File: config.mk
export PLATFORM = sky130hd
export DESIGN_NAME = vga_timing
export DESIGN_NICKNAME = d
export VERILOG_FILES = /design/src/rtl/vga_timing.sv
export SDC_FILE = /design/constraint.sdc
export NUM_CORES = 1
export LEC_CHECK = 0
export ABC_CLOCK_PERIOD_IN_PS = 3000
export BUFFER_PORTS_ARGS = -buffer_cell sky130_fd_sc_hd__buf_2
export CORE_UTILIZATION = 61
export CTS_CLUSTER_DIAMETER = 50
export DETAILED_ROUTE_END_ITERATION = 16
export GPL_ROUTABILITY_DRIVEN = 0
export GPL_TIMING_DRIVEN = 1
export PLACE_DENSITY = 0.85
export SYNTH_ARGS = -nofsm -noshare
export SYNTH_HDL_FRONTEND = slang
export SYNTH_SLANG_ARGS = --single-unit
export TNS_END_PERCENT = 20
File: constraint.sdc
create_clock -name pclk -period 3 [get_ports pclk]
set_input_delay 0.6 -clock pclk [delete_from_list [all_inputs] [get_ports pclk]]
set_output_delay 0.6 -clock pclk [all_outputs]
set_load 0.005 [all_outputs]
File: src/rtl/vga_timing.sv
// SVGA 800x600@60 raster timing generator: counters, sync pulses, blanking and start-of-frame.
// Optional 16-bit frame counter output when VGA_TIMING_FRAME_CNT_EN is defined.
module vga_timing #(
   parameter int unsigned H_ACTIVE = 800,
   parameter int unsigned H_FP     = 40,
   parameter int unsigned H_SYNC   = 128,
   parameter int unsigned H_BP     = 88,
   parameter int unsigned V_ACTIVE = 600,
   parameter int unsigned V_FP     = 1,
   parameter int unsigned V_SYNC   = 4,
   parameter int unsigned V_BP     = 23,
   parameter bit          SYNC_POL = 1'b1
) (
   input  logic        pclk,
   input  logic        rst,
   input  logic        en,
   output logic [10:0] hcount_out,
   output logic        hsync_out,
   output logic        hblnk_out,
   output logic [10:0] vcount_out,
   output logic        vsync_out,
   output logic        vblnk_out,
   output logic        sof_out
`ifdef VGA_TIMING_FRAME_CNT_EN
   ,
   output logic [15:0] frame_cnt_out
`endif
);

   localparam int unsigned H_TOTAL = H_ACTIVE + H_FP + H_SYNC + H_BP;
   localparam int unsigned V_TOTAL = V_ACTIVE + V_FP + V_SYNC + V_BP;

   if (H_TOTAL > 2047 || V_TOTAL > 2047) begin : g_bad_total
      $error("vga_timing: H_TOTAL/V_TOTAL exceed 11-bit counter range");
   end

   localparam logic [10:0] HLast      = 11'(H_TOTAL - 1);
   localparam logic [10:0] VLast      = 11'(V_TOTAL - 1);
   localparam logic [10:0] HBlnkStart = 11'(H_ACTIVE);
   localparam logic [10:0] HSyncStart = 11'(H_ACTIVE + H_FP);
   localparam logic [10:0] HSyncEnd   = 11'(H_ACTIVE + H_FP + H_SYNC);
   localparam logic [10:0] VBlnkStart = 11'(V_ACTIVE);
   localparam logic [10:0] VSyncStart = 11'(V_ACTIVE + V_FP);
   localparam logic [10:0] VSyncEnd   = 11'(V_ACTIVE + V_FP + V_SYNC);

   logic [10:0] hcount_q, hcount_d;
   logic [10:0] vcount_q, vcount_d;
   logic        hsync_q, hsync_d;
   logic        hblnk_q, hblnk_d;
   logic        vsync_q, vsync_d;
   logic        vblnk_q, vblnk_d;
   logic        sof_q, sof_d;
   logic        h_wrap, v_wrap;

   // Flags are derived from the next counts so they register in step with the counters.
   always_comb begin
      h_wrap   = (hcount_q == HLast);
      v_wrap   = (vcount_q == VLast);
      hcount_d = hcount_q;
      vcount_d = vcount_q;
      hsync_d  = hsync_q;
      hblnk_d  = hblnk_q;
      vsync_d  = vsync_q;
      vblnk_d  = vblnk_q;
      sof_d    = 1'b0;
      if (en) begin
         hcount_d = h_wrap ? 11'd0 : hcount_q + 11'd1;
         if (h_wrap) begin
            vcount_d = v_wrap ? 11'd0 : vcount_q + 11'd1;
         end
         hblnk_d = (hcount_d >= HBlnkStart);
         hsync_d = (hcount_d >= HSyncStart && hcount_d < HSyncEnd) ? SYNC_POL : ~SYNC_POL;
         vblnk_d = (vcount_d >= VBlnkStart);
         vsync_d = (vcount_d >= VSyncStart && vcount_d < VSyncEnd) ? SYNC_POL : ~SYNC_POL;
         sof_d   = h_wrap && v_wrap;
      end
   end

   always_ff @(posedge pclk or posedge rst) begin
      if (rst) begin
         hcount_q <= 11'd0;
         vcount_q <= 11'd0;
         hsync_q  <= ~SYNC_POL;
         hblnk_q  <= 1'b0;
         vsync_q  <= ~SYNC_POL;
         vblnk_q  <= 1'b0;
         sof_q    <= 1'b0;
      end else begin
         hcount_q <= hcount_d;
         vcount_q <= vcount_d;
         hsync_q  <= hsync_d;
         hblnk_q  <= hblnk_d;
         vsync_q  <= vsync_d;
         vblnk_q  <= vblnk_d;
         sof_q    <= sof_d;
      end
   end

   assign hcount_out = hcount_q;
   assign vcount_out = vcount_q;
   assign hsync_out  = hsync_q;
   assign hblnk_out  = hblnk_q;
   assign vsync_out  = vsync_q;
   assign vblnk_out  = vblnk_q;
   assign sof_out    = sof_q;

`ifdef VGA_TIMING_FRAME_CNT_EN
   logic [15:0] frame_q, frame_d;

   always_comb begin
      frame_d = sof_d ? frame_q + 16'd1 : frame_q;
   end

   always_ff @(posedge pclk or posedge rst) begin
      if (rst) begin
         frame_q <= 16'd0;
      end else begin
         frame_q <= frame_d;
      end
   end

   assign frame_cnt_out = frame_q;
`endif

endmodule

==> flow_metrics.tcl, run 1 <==
set metrics [dict create \
    status "finished, violations left" \
    violations "design-rule violations" \
    post-route-drc-count 3 \
    synth_xor_area_share_pct 7.00 \
    synth-seq-area-share_pct 36.0 \
    cts_inserted_buffers 3 \
    tightest_slew_ns 0.992 \
    rsz0062_at_grt "no" \
    postSynthAreaPerCell_sq_um 8.98 \
    synthCells 209 \
    diodes 0 \
    dp_cells 253 \
    criticalPathCategory "register to register" \
    synthArstFlopShare_pct 100 \
    synth_fa_ha_area_share_pct 1.33 \
    ant_nets 0 \
    p_int_uw 678 \
    vias 1708 \
    cts_sinks 27 \
    rows 19 \
    gr-usage-met3_pct 3.63 \
    synth_ff_type "dfrtp_1" \
    maxCapViolCount 0 \
    worstSetupEndpointType "register" \
    p_sw_share_pct 39.8 \
    rr_startpoint "vcount_out[0]" \
    drive_gt1_share_pct 23.0 \
    routed_wl_um 4130 \
    cts-htree-levels 1 \
    ys_warn_count 0 \
    yosys.area_share.simple_pct 25.9 \
    syn2layout_area_growth_pct 6.27 \
    whs_ns 0.471 \
    fin_nets 232 \
    use_met1_pct 39.1 \
    cts-root-buf "clkbuf_4" \
    pwr-share-seq_pct 49.8 \
    start_util_pct 66.3 \
    ys_types 57 \
    p_comb_share_pct 36.0 \
    top_usage_layer "met2" \
    drt_iter0_drc 93 \
    synth_top_family_by_area "simple AND/OR/NAND/NOR gates" \
    grt_pass1_vias 1546 \
    critPathRequiredTime_ns 3.23 \
    synth_mux_area_share_pct 2.27 \
    drtPass1Iterations 10 \
    setup_tns_ns 0 \
    boundaryPins 30 \
    ir_worst_vdd_v 0.000480 \
    core_sq_mm 0.00283 \
    grt.total_usage_pct 27.3 \
    drv_slew 0 \
    post_cts_resized 0 \
    synth_area_leader_cell "dfrtp_1" \
    die_area_sq_mm 0.00330 \
    via_per_inst 6.65 \
    clk_pin_slew_ns 0.15 \
    synth.area.top_cells "dfrtp_1, xnor2_1, o21ai_0" \
    ys_ff_latch 27 \
    cp-start-kind "register" \
    p_switching_uw 447 \
    max-slew-margin-rel_pct 33.8 \
    p_clk_share_pct 14.2 \
    cts_tree "yes" \
    fin_crit_ns 2.48 \
    die_w_um 57.5 \
    syn-num-nets 214 \
    grt-ovfl-total 0 \
    synth_commonest_cells "dfrtp_1, nand2_1, o21ai_0, nor2_1" \
    crit_start "vcount_out[0]" \
    grt_max_degree 28 \
    synth_edf_count 0 \
    io_buffers 29 \
    antenna_found_initial 0 \
    min_period_over_period_pct 82.8 \
    p_leak_uw 0.000824 \
    synth-compound-area-share_pct 21.1 \
    netlist.area_leader.share_pct 36.0 \
    hold_path_class "input pin to asynchronous set/reset pin" \
    power_density_mw_per_mm2 564 \
    final_cells 257 \
    dieHeight_um 57.5 \
    cts_setup_buffers 0 \
    timing.fmax_mhz 403 \
    hold_viol 0 \
    finClkSkew_ns 0.0148 \
    setup_violations 0 \
    grt_first_pass_wirelength_um 7020 \
    yosysMostFrequentCell "dfrtp_1" \
    cts_buffer_depth 2 \
    use_met2_pct 42.7 \
    holdBufCountCts 0 \
    syn_area_sq_mm 0.00188 \
    hpwl_um 2990 \
    worstPathMaxFanout 10 \
    worst-endpoint-arrival_ns 2.71 \
    clock_latency_ns 0.33 \
    wire_per_inst_um 16.1 \
]
[critical path: stages (launching register included)]
cell and delay [ns]:
dfrtp_1 0.54, ha_1 0.36, and3_2 0.27, and4_1 0.38
o211ai_1 0.18, a21oi_2 0.20, o2111ai_1 0.15, o41ai_2 0.29
[metrics by stage]
stage	area [sq um]	setup WS, ns	total power [uW]	util, %
3_3_place_gp	1970	0.717	953	69.6
5_1_grt	1990	0.306	1210	70.5
4_1_cts	1990	0.567	1130	70.5
3_5_place_dp	1970	0.595	968	69.6
2_1_floorplan	1880	0.889	848	-
6_report	1990	0.516	1130	70.5
[worst paths after layout]
check,end,slack (ns),cells past startpoint
setup / recovery,vsync_out,0.52,7
hold / removal,vcount_out[1],0.47,2
setup reg to reg,vsync_out,0.52,7
hold reg to reg,hsync_out,0.49,1
max in group asynchronous,vcount_out[9],1.91,2
min in group pclk,hsync_out,0.49,1
[logic make-up (layout without fill, tap and decap cells)]
kind of cell / count (synthesis) / in the layout
compound gates: 55 / 55
xor+xnor: 15 / 15
fa+ha+maj: 2 / 2
buf+inv: 22 / 39
flops: 27 / 27
mux: 4 / 4
simple gates: 84 / 84
[registers in the layout (all words and copies together), names as in the netlist]
signal and count:
hcount_out 11, vcount_out 11, hblnk_out 1, hsync_out 1, sof_out 1, vblnk_out 1
vsync_out 1
[routing by layer]
| metal | vias up | share of wire [%] |
|---|---|---|
| li1 | 804 | - |
| met1 | 822 | 46 |
| met4 | 0 | 0.97 |
| met5 | - | 0 |
| met2 | 76 | 46 |
| met3 | 6 | 7.6 |
[power by group through the flow]
stage | logic, uW | registers (uW) | clock network (uW)
after floorplan | 325 | 523 | 0
after CTS | 404 | 557 | 166
after detailed placement | 402 | 565 | 0
final | 405 | 561 | 160
after global placement | 395 | 558 | 0
after global routing | 459 | 576 | 177
[layout make-up]
class,instances,area [sq um]
well taps,31,38.8
flip-flops and latches,27,676
multi-input cells,160,1080
clock buffers,4,26.3
inverters,5,18.8
fillers,232,835
repair buffers,30,153
[cells in the final DEF (no fill, tap or decap), types with 2 or more instances in the layout]
cell	Yosys	routed
a21oi_1	8	8
nor3_1	4	4
and3_1	5	5
and4_1	2	2
inv_1	5	5
xnor2_1	10	10
mux2i_1	2	2
dfrtp_1	27	27
buf_2	8	29
nand2_1	18	18
mux2_2	2	2
o21ai_0	17	17
and3_2	2	2
nand3_1	11	11
xor2_1	5	5
nand4_1	11	11
o31ai_1	5	5
a31oi_1	4	4
ha_1	2	2
nor2_1	15	15
nand2b_1	2	2
a211o_1	2	2
clkbuf_4	0	3
o22ai_1	2	2
Note: power is estimated with default switching activity, not from simulation.
==> inputs of run 2 (changes only) <==
--- a/config.mk
+++ b/config.mk
@@ -5,14 +5,14 @@
 export SDC_FILE = /design/constraint.sdc
 export NUM_CORES = 1
 export LEC_CHECK = 0
-export ABC_CLOCK_PERIOD_IN_PS = 3000
+export ABC_CLOCK_PERIOD_IN_PS = 2500
 export BUFFER_PORTS_ARGS = -buffer_cell sky130_fd_sc_hd__buf_2
-export CORE_UTILIZATION = 61
+export CORE_UTILIZATION = 56
 export CTS_CLUSTER_DIAMETER = 50
 export DETAILED_ROUTE_END_ITERATION = 16
 export GPL_ROUTABILITY_DRIVEN = 0
 export GPL_TIMING_DRIVEN = 1
-export PLACE_DENSITY = 0.85
+export PLACE_DENSITY = 0.79
 export SYNTH_ARGS = -nofsm -noshare
 export SYNTH_HDL_FRONTEND = slang
 export SYNTH_SLANG_ARGS = --single-unit
==> constraint.sdc (replaced) <==
create_clock -name pclk -period 2.5 [get_ports pclk]
set_input_delay 0.5 -clock pclk [delete_from_list [all_inputs] [get_ports pclk]]
set_output_delay 0.5 -clock pclk [all_outputs]
set_load 0.005 [all_outputs]
==> flow_metrics.tcl, run 2 (synthesis gave the netlist of run 1 again) <==
set metrics [dict create \
    status "finished, final reports clean" \
    whs_ns 0.204 \
    hold_path_class "input pin to asynchronous set/reset pin" \
    grt_max_degree 28 \
    grt_first_pass_wirelength_um 6750 \
    r2r_setup_slack_ns 0.22 \
    routed_wl_um 4060 \
    critPathRequiredTime_ns 2.73 \
    ir_worst_vdd_v 0.000410 \
    tightest_slew_ns 0.499 \
    syn2layout_area_growth_pct 12.1 \
    fin_crit_ns 2.28 \
    r2r_cells 7 \
    post-route-drc-count 0 \
    cts-htree-levels 1 \
    cts_sinks 27 \
    cp_slowest_cell "dfrtp_1" \
    dieHeight_um 59.9 \
    post_cts_resized 0 \
    setup_violations 0 \
    worstSetupEndpointType "register" \
    max-slew-margin-rel_pct 66.6 \
    maxCapViolCount 0 \
    criticalPathCategory "register to register" \
    cts_setup_buffers 0 \
    cts_inserted_buffers 3 \
    rsz0062_at_grt "no" \
    rows 20 \
    worstPathMaxFanout 10 \
    fin_area_sq_mm 0.00210 \
    grt.total_usage_pct 25.1 \
    power_density_mw_per_mm2 654 \
    diodes 0 \
    fin_nets 244 \
    slowest_delay_ns 0.45 \
    cp-start-kind "register" \
    via_per_inst 6.11 \
    cts_tree "yes" \
    cts_buffer_depth 2 \
    boundaryPins 30 \
    antenna_found_initial 0 \
    clk_pin_slew_ns 0.15 \
    drive_gt1_share_pct 27.7 \
    die_w_um 59.9 \
    hold_viol 0 \
    clock_latency_ns 0.32 \
    drtPass1Iterations 4 \
    wire_per_inst_um 14.4 \
    finClkSkew_ns 0.00764 \
    io_buffers 29 \
    grt-ovfl-total 0 \
    p_leak_uw 0.000890 \
    final_cell_mix "buf_2, dfrtp_1, nand2_1" \
    drv_slew 0 \
    ant_nets 0 \
    core_sq_mm 0.00313 \
    setup_tns_ns 0 \
    cp_cell_sequence "ha_1 -> and4_2 -> and4_1 -> o211ai_1 -> a21oi_2 -> o2111ai_1 -> o41ai_2" \
    cts-root-buf "clkbuf_4" \
    mostFrequentLayoutCell "buf_2" \
    start_util_pct 60.0 \
    hpwl_um 2970 \
    timing.fmax_mhz 438 \
    grt_pass1_vias 1434 \
    min_period_over_period_pct 91.4 \
    placed_area_sq_mm 0.00207 \
    die_area_sq_mm 0.00359 \
    vias 1723 \
    drt_iter0_drc 98 \
    worst-endpoint-arrival_ns 2.52 \
    holdBufCountCts 0 \
]
==> run 2: changes by cell type in the layout (fill, tap and decap cells not counted) <==
cell,change
buf_4,+12
and4_1,-1
and4_2,+1
clkbuf_1,-1
clkinv_2,+1
==> run 2: through the flow <==
stage | setup slack [ns] | utilization (%) | cells | total power (uW)
after floorplan | 0.389 | - | 209 | 1020
after global placement | 0.252 | 66.3 | 278 | 1180
after detailed placement | 0.183 | 66.3 | 278 | 1190
after CTS | 0.125 | 67.2 | 282 | 1390
after global routing | 0.0169 | 67.2 | 282 | 1490
final | 0.215 | 67.2 | 282 | 1380
==> run 2: final timing paths <==
path                             endpoint           from
min                        hcount_out[10]            rst
max in group asynchronous   vcount_out[9]            rst
min in group pclk               hsync_out      hsync_out
max reg2reg                     vsync_out  hcount_out[0]
max                             vsync_out  hcount_out[0]
min reg2reg                     hsync_out      hsync_out
==> run 2: routing by layer <==
| metal | vias up | GRT usage [%] | part of all wire (%) |
|---|---|---|---|
| met2 | 69 | 37.0 | 44 |
| met5 | - | 0 | 0 |
| met4 | 0 | 7.31 | 1.0 |
| met1 | 818 | 38.7 | 48 |
| met3 | 6 | 2.38 | 6.8 |
| li1 | 830 | - | - |
==> run 2: power breakdown <==
part,total (uW),switching [uW],internal (uW)
Clock,190,131,59.9
Sequential,624,105,519
Combinational,561,297,265
Total,1380,532,844
==> run 2: worst max-delay path, delay by kind of cell (launching register included) <==
family                     cells  cell delay, ns
AOI/OAI and AO/OA              4            0.77
adders and majority gates      1            0.23
DFF                            1            0.45
and+or+nand+nor                2            0.74
==> run 2: final cells by class <==
class                   count  area (sq um)
clock buffers               3          22.5
clock inverters             1          5.00
fillers                   289          1020
inverters                   5          18.8
multi-input cells         160          1080
flip-flops and latches     27           676
well taps                  44          55.1
repair buffers             42           243
==> inputs of run 3 (changes only) <==
--- a/config.mk
+++ b/config.mk
@@ -5,14 +5,14 @@
 export SDC_FILE = /design/constraint.sdc
 export NUM_CORES = 1
 export LEC_CHECK = 0
-export ABC_CLOCK_PERIOD_IN_PS = 2500
+export ABC_CLOCK_PERIOD_IN_PS = 1900
 export BUFFER_PORTS_ARGS = -buffer_cell sky130_fd_sc_hd__buf_2
-export CORE_UTILIZATION = 56
+export CORE_UTILIZATION = 51
 export CTS_CLUSTER_DIAMETER = 50
 export DETAILED_ROUTE_END_ITERATION = 16
 export GPL_ROUTABILITY_DRIVEN = 0
 export GPL_TIMING_DRIVEN = 1
-export PLACE_DENSITY = 0.79
+export PLACE_DENSITY = 0.76
 export SYNTH_ARGS = -nofsm -noshare
 export SYNTH_HDL_FRONTEND = slang
 export SYNTH_SLANG_ARGS = --single-unit
==> constraint.sdc (replaced) <==
create_clock -name pclk -period 1.9 [get_ports pclk]
set_input_delay 0.38 -clock pclk [delete_from_list [all_inputs] [get_ports pclk]]
set_output_delay 0.38 -clock pclk [all_outputs]
set_load 0.005 [all_outputs]
==> flow_metrics.tcl, run 3 (synthesis gave the netlist of run 1 again) <==
set metrics [dict create \
    die_area_sq_mm 0.00393 \
    setup_violations 4 \
    power_density_mw_per_mm2 884 \
    ant_nets 0 \
    worst-endpoint-arrival_ns 2.17 \
    cts-root-buf "clkbuf_8" \
    max-slew-margin-rel_pct 73.7 \
    vias 1873 \
    grt-ovfl-total 0 \
    finClkSkew_ns 0.00565 \
    clk_pin_slew_ns 0.10 \
    drive_gt1_share_pct 40.5 \
    cp-start-kind "register" \
    r2r-end "vblnk_out" \
    routed_wl_um 5000 \
    boundaryPins 30 \
    p_total_uw 2180 \
    cp_cell_sequence "or4_4 -> or3_4 -> and3_4 -> a211oi_4 -> a221oi_2" \
    hold_viol 0 \
    slowest_delay_ns 0.56 \
    critPathRequiredTime_ns 2.05 \
    cts-htree-levels 1 \
    cts_sinks 27 \
    ir_worst_vdd_v 0.000677 \
    cts_inserted_buffers 3 \
    fin_ws_ns -0.121 \
    clock_latency_ns 0.28 \
    io_buffers 29 \
    min_period_over_period_pct 106 \
    worstSetupEndpointType "register" \
    holdBufCountCts 0 \
    crit_start "vcount_out[3]" \
    drtPass1Iterations 4 \
    status "finished, violations left" \
    core_sq_mm 0.00344 \
    r2r_setup_slack_ns -0.12 \
    antenna_found_initial 0 \
    cts_tree "yes" \
    violations "negative setup slack" \
    wire_per_inst_um 15.6 \
    cp_slowest_cell "or4_4" \
    fin_crit_ns 2.02 \
    timing.fmax_mhz 495 \
    post-route-util_pct 71.8 \
    dieHeight_um 62.7 \
    drv_slew 0 \
    grt_pass1_vias 1756 \
    hold_path_class "input pin to asynchronous set/reset pin" \
    via_per_inst 5.85 \
    start_util_pct 54.5 \
    rr_startpoint "vcount_out[3]" \
    mostFrequentLayoutCell "buf_4" \
    hpwl_um 3620 \
    final_cell_mix "buf_4, buf_2, dfrtp_1" \
    worstPathMaxFanout 3 \
    criticalPathCategory "register to register" \
    diodes 0 \
    rsz0062_at_grt "yes" \
    die_w_um 62.7 \
    post-route-drc-count 0 \
    drt_iter0_drc 127 \
    rows 21 \
    cts_buffer_depth 2 \
    maxCapViolCount 0 \
    grt_first_pass_wirelength_um 8630 \
    p_leak_uw 0.00108 \
    tightest_slew_ns 0.391 \
    fin_nets 280 \
    r2r_cells 5 \
    syn2layout_area_growth_pct 31.6 \
    grt.total_usage_pct 27.7 \
    grt_max_degree 28 \
]
-- run 3: layout make-up --
type                            count  area, sq um
Sequential cell                    27          676
Clock inverter                      1         7.51
Fill cell                         268          972
Tap cell                           46         57.6
Timing Repair Buffer               78          517
Inverter                            5         18.8
Multi-Input combinational cell    160         1150
Clock buffer                        3         41.3
-- run 3: what timing repair did --
item                       4_1_cts  5_1_grt
setup buffers                    3        2
gates cloned                     0        0
pin swaps                        2        8
setup endpoints to repair        3       11
resized for setup                4       12
-- run 3: routing by layer --
metal	share of wire [%]	vias to the layer above	wire, um	track usage, %
met4	0.94	0	47	8.43
met1	47	892	2330	40.8
met3	6.0	8	302	4.20
li1	-	904	-	-
met5	0	-	0	0
met2	46	69	2310	41.6
-- run 3: worst max-delay path: cells and delay by family, from the launching register on --
| family | cells | cell delay [ns] |
|---|---|---|
| AO/OA/AOI/OAI | 2 | 0.36 |
| flip-flops | 1 | 0.39 |
| AND/OR/NAND/NOR | 3 | 1.15 |
-- run 3: worst max-delay path by stage --
| stage | endpoint | slack [ns] |
|---|---|---|
| finish | vblnk_out | -0.12 |
| global route | vblnk_out | -0.23 |
| CTS | vsync_out | -0.11 |
| detailed placement | vsync_out | -0.12 |
| global placement | vsync_out | -0.08 |
| floorplan | vblnk_out | -0.18 |
-- run 3: power by group --
group	switching (uW)	internal, uW
clock	190	149
sequential	75.8	684
combinational	551	534
-- run 3: stage by stage --
step	worst slack [ns]	instances	setup TNS, ns	hold slack, ns	cell area, sq um
3_3_place_gp	-0.0800	311	-0.166	0.465	2310
4_1_cts	-0.110	318	-0.288	0.161	2400
6_report	-0.121	320	-0.369	0.146	2470
2_1_floorplan	-0.178	209	-0.511	0.433	1880
3_5_place_dp	-0.122	311	-0.317	0.462	2310
5_1_grt	-0.231	320	-0.999	0.184	2470
